==> src/rtl/ita_input_writer_if.sv <==
`default_nettype none
// ============================================================================
// Module      : ita_input_writer_if
// Description : Stream-in / row-write bundle for the ITA input writer.
//               'slave' is the writer's view, 'master' is the view of the
//               environment that feeds beats and accepts row writes.
// Revision    : 1.0 - initial release
// ============================================================================
interface ita_input_writer_if #(
  parameter int N  = 16,
  parameter int WI = 8,
  parameter int E  = 64,
  parameter int S  = 64
);
  localparam int c_addr_w = (S > 1) ? $clog2(S) : 1;
  localparam int c_len_w  = $clog2(S + 1);
  localparam int c_emb_w  = $clog2(E + 1);

  // Transfer control and status
  logic                  start_i;
  logic [c_len_w-1:0]    seq_length_i;
  logic [c_emb_w-1:0]    embed_size_i;
  logic                  busy_o;
  logic                  done_o;
  logic                  err_o;

  // Narrow input beat stream
  logic                  inp_valid_i;
  logic                  inp_ready_o;
  logic [N*WI-1:0]       inp_data_i;

  // Full-row write port toward the input memory
  logic                  wr_valid_o;
  logic                  wr_ready_i;
  logic [c_addr_w-1:0]   wr_addr_o;
  logic [E*WI-1:0]       wr_data_o;

  modport slave (
    input  start_i, seq_length_i, embed_size_i,
    input  inp_valid_i, inp_data_i, wr_ready_i,
    output inp_ready_o, wr_valid_o, wr_addr_o, wr_data_o,
    output busy_o, done_o, err_o
  );

  modport master (
    output start_i, seq_length_i, embed_size_i,
    output inp_valid_i, inp_data_i, wr_ready_i,
    input  inp_ready_o, wr_valid_o, wr_addr_o, wr_data_o,
    input  busy_o, done_o, err_o
  );
endinterface
`default_nettype wire

==> src/rtl/ita_input_writer.sv <==
`default_nettype none
// ============================================================================
// Module      : ita_input_writer
// Description : Assembles N-byte input beats into E-byte token rows and
//               issues one row write per token, addresses 0..seq_length-1.
// Revision    : 1.0 - initial release
// ============================================================================
module ita_input_writer #(
  parameter int N  = 16,
  parameter int WI = 8,
  parameter int E  = 64,
  parameter int S  = 64
) (
  input  wire logic         clk_i,
  input  wire logic         rst_i,
  ita_input_writer_if.slave bus
);

  localparam int c_addr_w = (S > 1) ? $clog2(S) : 1;
  localparam int c_len_w  = $clog2(S + 1);
  localparam int c_emb_w  = $clog2(E + 1);
  localparam int c_beat_w = ((E / N) > 1) ? $clog2(E / N) : 1;
  localparam int c_beat_b = N * WI;

  typedef enum logic [1:0] {
    ST_IDLE  = 2'd0,
    ST_FILL  = 2'd1,
    ST_WRITE = 2'd2,
    ST_DONE  = 2'd3
  } state_t;

  state_t              r_state;
  logic [E*WI-1:0]     r_buf;
  logic [c_beat_w-1:0] r_beat;
  logic [c_beat_w-1:0] r_last_beat;
  logic [c_addr_w-1:0] r_row;
  logic [c_addr_w-1:0] r_last_row;
  logic                r_inp_ready;
  logic                r_wr_valid;
  logic                r_busy;
  logic                r_done;
  logic                r_err;

  logic                w_cfg_ok;
  logic [c_beat_w-1:0] w_last_beat;
  logic [c_addr_w-1:0] w_last_row;

  // Config legality and the derived terminal counts latched at start
  always_comb begin
    w_cfg_ok    = (bus.seq_length_i != '0)
               && (bus.seq_length_i <= c_len_w'(S))
               && (bus.embed_size_i != '0)
               && (bus.embed_size_i <= c_emb_w'(E))
               && ((bus.embed_size_i % c_emb_w'(N)) == '0);
    w_last_beat = c_beat_w'((bus.embed_size_i / c_emb_w'(N)) - c_emb_w'(1));
    w_last_row  = c_addr_w'(bus.seq_length_i - c_len_w'(1));
  end

  // Transfer sequencer: fill a row from beats, write it, repeat per token
  always_ff @(posedge clk_i or posedge rst_i) begin
    if (rst_i) begin
      r_state     <= ST_IDLE;
      r_buf       <= '0;
      r_beat      <= '0;
      r_last_beat <= '0;
      r_row       <= '0;
      r_last_row  <= '0;
      r_inp_ready <= 1'b0;
      r_wr_valid  <= 1'b0;
      r_busy      <= 1'b0;
      r_done      <= 1'b0;
      r_err       <= 1'b0;
    end else begin
      r_done <= 1'b0;
      r_err  <= 1'b0;
      case (r_state)
        ST_IDLE: begin
          if (bus.start_i) begin
            if (w_cfg_ok) begin
              r_last_beat <= w_last_beat;
              r_last_row  <= w_last_row;
              r_buf       <= '0;
              r_beat      <= '0;
              r_row       <= '0;
              r_inp_ready <= 1'b1;
              r_busy      <= 1'b1;
              r_state     <= ST_FILL;
            end else begin
              r_err <= 1'b1;
            end
          end
        end
        ST_FILL: begin
          if (bus.inp_valid_i) begin
            r_buf[int'(r_beat) * c_beat_b +: c_beat_b] <= bus.inp_data_i;
            if (r_beat == r_last_beat) begin
              // Beat counter parks on the last beat; it is cleared per row
              r_inp_ready <= 1'b0;
              r_wr_valid  <= 1'b1;
              r_state     <= ST_WRITE;
            end else begin
              r_beat <= r_beat + c_beat_w'(1);
            end
          end
        end
        ST_WRITE: begin
          if (bus.wr_ready_i) begin
            r_wr_valid <= 1'b0;
            if (r_row == r_last_row) begin
              r_busy  <= 1'b0;
              r_done  <= 1'b1;
              r_state <= ST_DONE;
            end else begin
              r_row       <= r_row + c_addr_w'(1);
              r_buf       <= '0;
              r_beat      <= '0;
              r_inp_ready <= 1'b1;
              r_state     <= ST_FILL;
            end
          end
        end
        ST_DONE: begin
          r_state <= ST_IDLE;
        end
        default: begin
          r_state     <= ST_IDLE;
          r_inp_ready <= 1'b0;
          r_wr_valid  <= 1'b0;
          r_busy      <= 1'b0;
        end
      endcase
    end
  end

  assign bus.inp_ready_o = r_inp_ready;
  assign bus.wr_valid_o  = r_wr_valid;
  assign bus.wr_addr_o   = r_row;
  assign bus.wr_data_o   = r_buf;
  assign bus.busy_o      = r_busy;
  assign bus.done_o      = r_done;
  assign bus.err_o       = r_err;

endmodule
`default_nettype wire
==> src/flat_wrapper.sv <==
// flat-port wrapper written by rule: the top's interface ports become plain ports
module ita_input_writer_flat 
#(
  parameter int N  = 16,
  parameter int WI = 8,
  parameter int E  = 64,
  parameter int S  = 64
)
  (clk_i, rst_i, bus_start_i, bus_seq_length_i, bus_embed_size_i, bus_inp_valid_i, bus_inp_data_i, bus_wr_ready_i, bus_inp_ready_o, bus_wr_valid_o, bus_wr_addr_o, bus_wr_data_o, bus_busy_o, bus_done_o, bus_err_o);
  ita_input_writer_if #(.N(N), .WI(WI), .E(E), .S(S)) bus_i ();
  input  wire logic clk_i;
  input  wire logic rst_i;
  input wire logic [$bits(bus_i.start_i)-1:0] bus_start_i;
  input wire logic [$bits(bus_i.seq_length_i)-1:0] bus_seq_length_i;
  input wire logic [$bits(bus_i.embed_size_i)-1:0] bus_embed_size_i;
  input wire logic [$bits(bus_i.inp_valid_i)-1:0] bus_inp_valid_i;
  input wire logic [$bits(bus_i.inp_data_i)-1:0] bus_inp_data_i;
  input wire logic [$bits(bus_i.wr_ready_i)-1:0] bus_wr_ready_i;
  output wire logic [$bits(bus_i.inp_ready_o)-1:0] bus_inp_ready_o;
  output wire logic [$bits(bus_i.wr_valid_o)-1:0] bus_wr_valid_o;
  output wire logic [$bits(bus_i.wr_addr_o)-1:0] bus_wr_addr_o;
  output wire logic [$bits(bus_i.wr_data_o)-1:0] bus_wr_data_o;
  output wire logic [$bits(bus_i.busy_o)-1:0] bus_busy_o;
  output wire logic [$bits(bus_i.done_o)-1:0] bus_done_o;
  output wire logic [$bits(bus_i.err_o)-1:0] bus_err_o;
  assign bus_i.start_i = bus_start_i;
  assign bus_i.seq_length_i = bus_seq_length_i;
  assign bus_i.embed_size_i = bus_embed_size_i;
  assign bus_i.inp_valid_i = bus_inp_valid_i;
  assign bus_i.inp_data_i = bus_inp_data_i;
  assign bus_i.wr_ready_i = bus_wr_ready_i;
  assign bus_inp_ready_o = bus_i.inp_ready_o;
  assign bus_wr_valid_o = bus_i.wr_valid_o;
  assign bus_wr_addr_o = bus_i.wr_addr_o;
  assign bus_wr_data_o = bus_i.wr_data_o;
  assign bus_busy_o = bus_i.busy_o;
  assign bus_done_o = bus_i.done_o;
  assign bus_err_o = bus_i.err_o;
  ita_input_writer #(.N(N), .WI(WI), .E(E), .S(S)) u_core (.clk_i(clk_i), .rst_i(rst_i), .bus(bus_i));
endmodule
==> config.mk <==
export PLATFORM = sky130hd
export DESIGN_NAME = ita_input_writer_flat
export DESIGN_NICKNAME = d
export VERILOG_FILES = /design/src/rtl/ita_input_writer_if.sv /design/src/rtl/ita_input_writer.sv /design/src/flat_wrapper.sv
export SDC_FILE = /design/constraint.sdc
export NUM_CORES = 1
export LEC_CHECK = 0
export ABC_AREA = 1
export ABC_CLOCK_PERIOD_IN_PS = 22400
export BUFFER_PORTS_ARGS = -buffer_cell sky130_fd_sc_hd__buf_2
export CORE_AREA = 2 2 262 264
export DETAILED_ROUTE_END_ITERATION = 7
export DIE_AREA = 0 0 264 266
export GPL_TIMING_DRIVEN = 0
export HOLD_SLACK_MARGIN = 0.06
export PLACE_DENSITY = 0.68
export SLEW_MARGIN = 5
export SYNTH_ARGS = -nofsm -noshare
export SYNTH_HDL_FRONTEND = slang
export SYNTH_SLANG_ARGS = --single-unit
==> constraint.sdc <==
create_clock -name clk_i -period 22.4 [get_ports clk_i]
set_input_delay 6.72 -clock clk_i [delete_from_list [all_inputs] [get_ports clk_i]]
set_output_delay 6.72 -clock clk_i [all_outputs]
set_load 0.01 [all_outputs]
Word-level counts from Yosys, hierarchy flattened
Cells that the tools add are included.
W data, S select, Z words.
{"block": "word_totals", "in_bits": 147, "elab_cells": 98, "out_inout_bits": 523, "register_bits": 535}
{"block": "classes", "add_sub_neg": 5, "reduce_logical": 19, "eq_ne": 13, "n_mux": 46, "magnitude_cmp": 2, "shifts": 2}
{"op": "$mux W512", "n": 5}
{"op": "$pmux W512 S3", "n": 1}
{"op": "$bwmux W512", "n": 1}
{"op": "$shift A128 B33 Y512 const A", "n": 1}
{"op": "$shiftx A128 B33 Y512", "n": 1}
{"op": "$neg A9 Y33", "n": 1}
{"op": "$mux W2", "n": 12}
{"op": "$mux W6", "n": 4}
{"op": "$mux W1", "n": 17}
{"op": "$reduce_and A5 Y1", "n": 3}
{"op": "$le A7 B7 Y1 const B", "n": 2}
{"op": "$reduce_and A7 Y1", "n": 2}
{"op": "$reduce_bool A7 Y1", "n": 2}
{"op": "$pmux W6 S2", "n": 1}
{"op": "$ne A2 B2 Y1 const B", "n": 5}
{"op": "$pmux W2 S4", "n": 1}
{"op": "$logic_not A7 Y1", "n": 1}
{"op": "$add A6 B1 Y6 const B", "n": 1}
{"op": "$eq A6 B6 Y1", "n": 1}
{"op": "$ne A2 B1 Y1 const B", "n": 3}
{"op": "$pmux W2 S3", "n": 1}
{"op": "$reduce_and A6 Y1", "n": 1}
{"op": "$sub A6 B1 Y6 const B", "n": 1}
{"op": "$eq A2 B2 Y1 const B", "n": 2}
{"op": "other kinds (12)", "n": 17}

Logic depth before layout (Yosys ltp)
{"block": "depth", "ltp_word": 8, "mapped_depth": 16, "mapped_depth_nobuf": 13}

Worst setup path after synthesis
No wires, ideal clock.
{"block": "synth_path", "path_type": "input to register", "start": "input bus_seq_length_i[0]", "end": "register u_core.r_buf[128] (netlist: u_core.bus.wr_data_o[128])", "setup_ns": 0.117, "setup_slack_ns": 14.039, "cell_stages": 16, "required_ns": 22.283, "arrival_ns": 8.244, "n_path_buf": 3, "cell_sequence": "inv_1 ha_1 nand2_2 nor2_4 nand2_1 nand2_1 nand3_2 nand2_4 nand2_2 nor2_4 buf_6 nand2_1 buf_4 buf_6 nand2_1 nand2_1"}
{"block": "synth_via", "elab_chain_cells": 7, "elab_cells_between_ends": 8, "cone_classes": "order compare (1); eq/ne (1); reduce/logical (6)"}
{"item": "start: declaration", "line_no": "flat_wrapper.sv:14", "rtl": "input wire logic [$bits(bus_i.seq_length_i)-1:0] bus_seq_length_i;"}
{"item": "$le A7 B7 Y1 or $reduce_bool A7 Y1 (tied branches)", "line_no": "ita_input_writer.sv:51, ita_input_writer.sv:50"}
{"item": "$logic_and A1 B1 Y1 *", "line_no": "ita_input_writer.sv:51", "rtl": "&& (bus.seq_length_i <= c_len_w'(S))"}
{"item": "$logic_and A1 B1 Y1 *", "line_no": "ita_input_writer.sv:52", "rtl": "&& (bus.embed_size_i != '0)"}
{"item": "$logic_and A1 B1 Y1 *", "line_no": "ita_input_writer.sv:53", "rtl": "&& (bus.embed_size_i <= c_emb_w'(E))"}
{"item": "$logic_and A1 B1 Y1 *", "line_no": "ita_input_writer.sv:54", "rtl": "&& ((bus.embed_size_i % c_emb_w'(N)) == '0);"}
{"item": "$ne A2 B1 Y1 (no line) *"}
{"item": "$reduce_and A6 Y1 (no line) *"}
{"item": "end signal: indexed assignment", "line_no": "ita_input_writer.sv:95", "rtl": "r_buf[int'(r_beat) * c_beat_b +: c_beat_b] <= bus.inp_data_i;"}
{"item": "end: declaration", "line_no": "ita_input_writer.sv:33", "rtl": "logic [E*WI-1:0] r_buf;"}
Every way passes the cells marked *; elsewhere a longest branch is shown, timed or not.
A chain may end at the register's enable or synchronous reset.

Worst setup path after layout
{"block": "layout_path", "start": "input bus_seq_length_i[0]", "end": "register u_core.r_buf[392] (netlist: u_core.bus.wr_data_o[392])"}
Same word-level chain as after synthesis.

==> flow_metrics.tcl <==
set metrics [dict create \
    die_x_microns 264 \
    worst_case_headroom_to_the_max_slew_limit_pct 5.94 \
    grt_start_max_net_pins 122 \
    setup_viol 0 \
    achievable-frequency_mhz 117 \
    clk_transition_reported_paths_ns 0.06 \
    ctsHtreeMaxLevel 2 \
    synth_enable_flop_cells 0 \
    coreArea_sq_mm 0.0677 \
    grt_util_overall_pct 26.9 \
    cts-root-to-sink-buffers 3 \
    p_leak_uw 0.0185 \
    synth.distinct_cells 28 \
    total_of_cells_resized_after_clock_tree_synthesis 0 \
    route.detailed.wl_per_inst_microns 19.7 \
    grt.overflow.total 0 \
    tritoncts "yes" \
    ir_worst_vdd_v 0.000136 \
    synth-async-reset-ratio_pct 100 \
    port-buffer-count 669 \
    place_inst 4848 \
    drv.max_cap_violation_count 0 \
    grt_pass1_vias 23800 \
    worst_ep_required_time_ns 22.94 \
    critical_path.startpoint_type "input port" \
    routed_wirelength_mm 97.6 \
    power.total_uw 3680 \
    ys_top_cells_by_area "sky130_fd_sc_hd__dfrtp_1 53%, sky130_fd_sc_hd__nand2_1 16%, sky130_fd_sc_hd__nand3_1 13%, sky130_fd_sc_hd__nor2_1 6.0%, sky130_fd_sc_hd__nor3_1 2.6%" \
    grt_setup_unrepaired "false" \
    ys_warn_count 0 \
    clkSinkCount 535 \
    number_of_cts_inserted_buffers 59 \
    fin_hold_ws_ns 0.463 \
    end_kind "flop" \
    cts.hold.buffers_added 0 \
    layoutNonFillerInstCount 4960 \
    final_layout_size_suffix_gt1_share_pct 21.9 \
    grt_met1_usage_pct 34.4 \
    syn2layout_area_growth_pct 26.2 \
    period_needed_ns 8.52 \
    finalMaxSlewViolations 0 \
    globalplace.congestion 0.954 \
    post_dp_cell_area_sq_mm 0.0299 \
    postCtsSetupBuffers 0 \
    crit_arrival_ns 9.06 \
    postLayoutCoreUtil_pct 47.2 \
    initialDrtViolationCount 2476 \
    grt_use_met2_pct 43.4 \
    final_cell_area_sq_mm 0.0320 \
    worstSkewPairLatency_ns 0.62 \
    ys_ff_latch 535 \
    floorplan.initialDensity_pct 37.4 \
    post_synth.cell_area_avg_sq_um 7.69 \
    number_of_nets_in_the_final_layout 4181 \
    number_of_antenna_violations_at_the_first_check_in_global_routing 11 \
    synth_cells 3291 \
    cts.root.buffer_cell "sky130_fd_sc_hd__clkbuf_16" \
    hold_viol_final 0 \
    cp_max_fo 10 \
    die_ar_sq_mm 0.0702 \
    finalCritPeriodShare_pct 38.1 \
    status "finished, final reports clean" \
    drt-vias-per-instance 5.15 \
    post_synth_instance_area_sq_mm 0.0253 \
    rows 96 \
    post-synth-top-count-cell "sky130_fd_sc_hd__nand2_1" \
    hpwl_after_detailed_placement_mm 72.8 \
    route.antenna.remaining_nets 0 \
    hold_class "reg -> reg" \
    synth_sequential_area_ratio_pct 52.9 \
    worstMarginPinSlew_ns 1.41 \
    pwr_density_cell_mw_per_mm2 115 \
    grt_most_used_layer "met2" \
    die-height_microns 266 \
    drc 0 \
    worst-setup-path-type "in -> reg" \
    syn-num-nets 3445 \
    netlist_top_cells_count "1074 x sky130_fd_sc_hd__nand2_1, 655 x sky130_fd_sc_hd__nand3_1, 535 x sky130_fd_sc_hd__dfrtp_1, 405 x sky130_fd_sc_hd__nor2_1, 171 x sky130_fd_sc_hd__clkbuf_1" \
    synth_ff_type "sky130_fd_sc_hd__dfrtp_1" \
    ios 670 \
    yosys.area.top_type_share_pct 52.9 \
    grt_use_met3_pct 6.09 \
    vias 25500 \
    grt_pass1_wl_mm 145 \
    yosysTopAreaCell "sky130_fd_sc_hd__dfrtp_1" \
    detail_route.first_pass.iterations 6 \
    clock-skew-final_ns 0.0204 \
]
-- area by class of cell --
| cell class | instances | area (sq um) |
|---|---|---|
| Fill cell | 6761 | 35800 |
| Sequential cell | 535 | 13400 |
| Multi-Input combinational cell | 2323 | 9910 |
| Timing Repair Buffer | 675 | 3500 |
| Clock buffer | 90 | 1770 |
| Buffer | 270 | 1400 |
| Tap cell | 882 | 1100 |
| Inverter | 163 | 619 |
| Clock inverter | 18 | 241 |
| Antenna cell | 4 | 10.0 |
-- logic make-up (layout without fill, tap and decap cells) --
| group | after synthesis | in the layout | share of synthesized area (%) |
|---|---|---|---|
| flops | 535 | 535 | 52.9 |
| xor+xnor | 9 | 9 | 0.311 |
| mux | 1 | 1 | 0.0396 |
| other cells | 0 | 4 | 0 |
| compound gates | 24 | 24 | 0.489 |
| buf+inv | 433 | 1216 | 7.93 |
| simple gates | 2282 | 2282 | 38.0 |
| fa+ha+maj | 7 | 7 | 0.346 |
-- sequential cells by signal (all words and copies together) (netlist names) --
name / flops
u_core.r_state: 2
u_core.bus.wr_data_o: 512
u_core.r_beat: 2
u_core.r_last_row: 6
u_core.bus.wr_valid_o: 1
u_core.bus.err_o: 1
u_core.bus.busy_o: 1
u_core.bus.wr_addr_o: 6
u_core.r_last_beat: 2
u_core.bus.done_o: 1
u_core.bus.inp_ready_o: 1
-- cell usage in the layout, fill, tap and decap left out, drive strengths merged --
cell type	count
a31oi	1
clkinvlp	3
ha	7
nand2	1079
nor3	132
a21oi	7
buf	774
xor2	4
clkbuf	261
nand3	657
or2	3
bufinv	5
nor3b	1
diode	4
o21ai	15
clkinv	5
mux2i	1
xnor2	5
o31ai	1
dfrtp	535
nor2	408
inv	168
nor4	1
nand4	1
-- power by group --
part	total (uW)	internal (uW)	leakage [uW]	switching [uW]
sequential	1090	1040	0.00741	47.3
combinational	1570	390	0.0101	1180
clock	1020	601	0.000985	415
total	3680	2030	0.0185	1640
-- worst max-delay path: stages --
cell and delay [ns]:
sky130_fd_sc_hd__buf_2 0.10, sky130_fd_sc_hd__inv_1 0.09, sky130_fd_sc_hd__ha_1 0.21, sky130_fd_sc_hd__nand2_2 0.08, sky130_fd_sc_hd__nor2_4 0.10, sky130_fd_sc_hd__nand2_1 0.06
sky130_fd_sc_hd__nand2_1 0.06, sky130_fd_sc_hd__nand3_2 0.14, sky130_fd_sc_hd__nand2_4 0.14, sky130_fd_sc_hd__nand2_2 0.08, sky130_fd_sc_hd__nor2_4 0.14, sky130_fd_sc_hd__buf_6 0.18
sky130_fd_sc_hd__buf_4 0.33, sky130_fd_sc_hd__buf_2 0.33, sky130_fd_sc_hd__nand3_1 0.17, sky130_fd_sc_hd__nand2_1 0.10
-- stage by stage --
step	setup TNS, ns	setup WS (ns)
final	0	13.88
after global routing	0	13.76
after CTS	0	13.89
after detailed placement	0	13.22
after global placement	-2821.81	-5.37
after floorplan	0	0.728
-- routing by layer --
| metal | vias up | routed length, microns |
|---|---|---|
| li1 | 11900 | - |
| met4 | 4 | 5140 |
| met1 | 12200 | 38700 |
| met2 | 1221 | 44900 |
| met5 | - | 14 |
| met3 | 249 | 8800 |
-- worst paths after layout --
path / depth (start not counted) / end / slack, ns / from
min in group asynchronous: 2 / u_core.bus.wr_data_o[492]$_DFFE_PP0P_ / 6.12 / rst_i
worst max register to register: 12 / u_core.bus.wr_data_o[489]$_DFFE_PP0P_ / 18.18 / u_core.r_beat[0]$_DFFE_PP0P_
worst min-delay path: 2 / u_core.bus.wr_data_o[428]$_DFFE_PP0P_ / 0.46 / u_core.bus.wr_data_o[428]$_DFFE_PP0P_
max in group asynchronous: 4 / u_core.bus.wr_data_o[149]$_DFFE_PP0P_ / 14.83 / rst_i
worst max-delay path: 16 / u_core.bus.wr_data_o[392]$_DFFE_PP0P_ / 13.88 / bus_seq_length_i[0]
worst min register to register: 2 / u_core.bus.wr_data_o[428]$_DFFE_PP0P_ / 0.46 / u_core.bus.wr_data_o[428]$_DFFE_PP0P_
(Power assumes the default switching activity.)
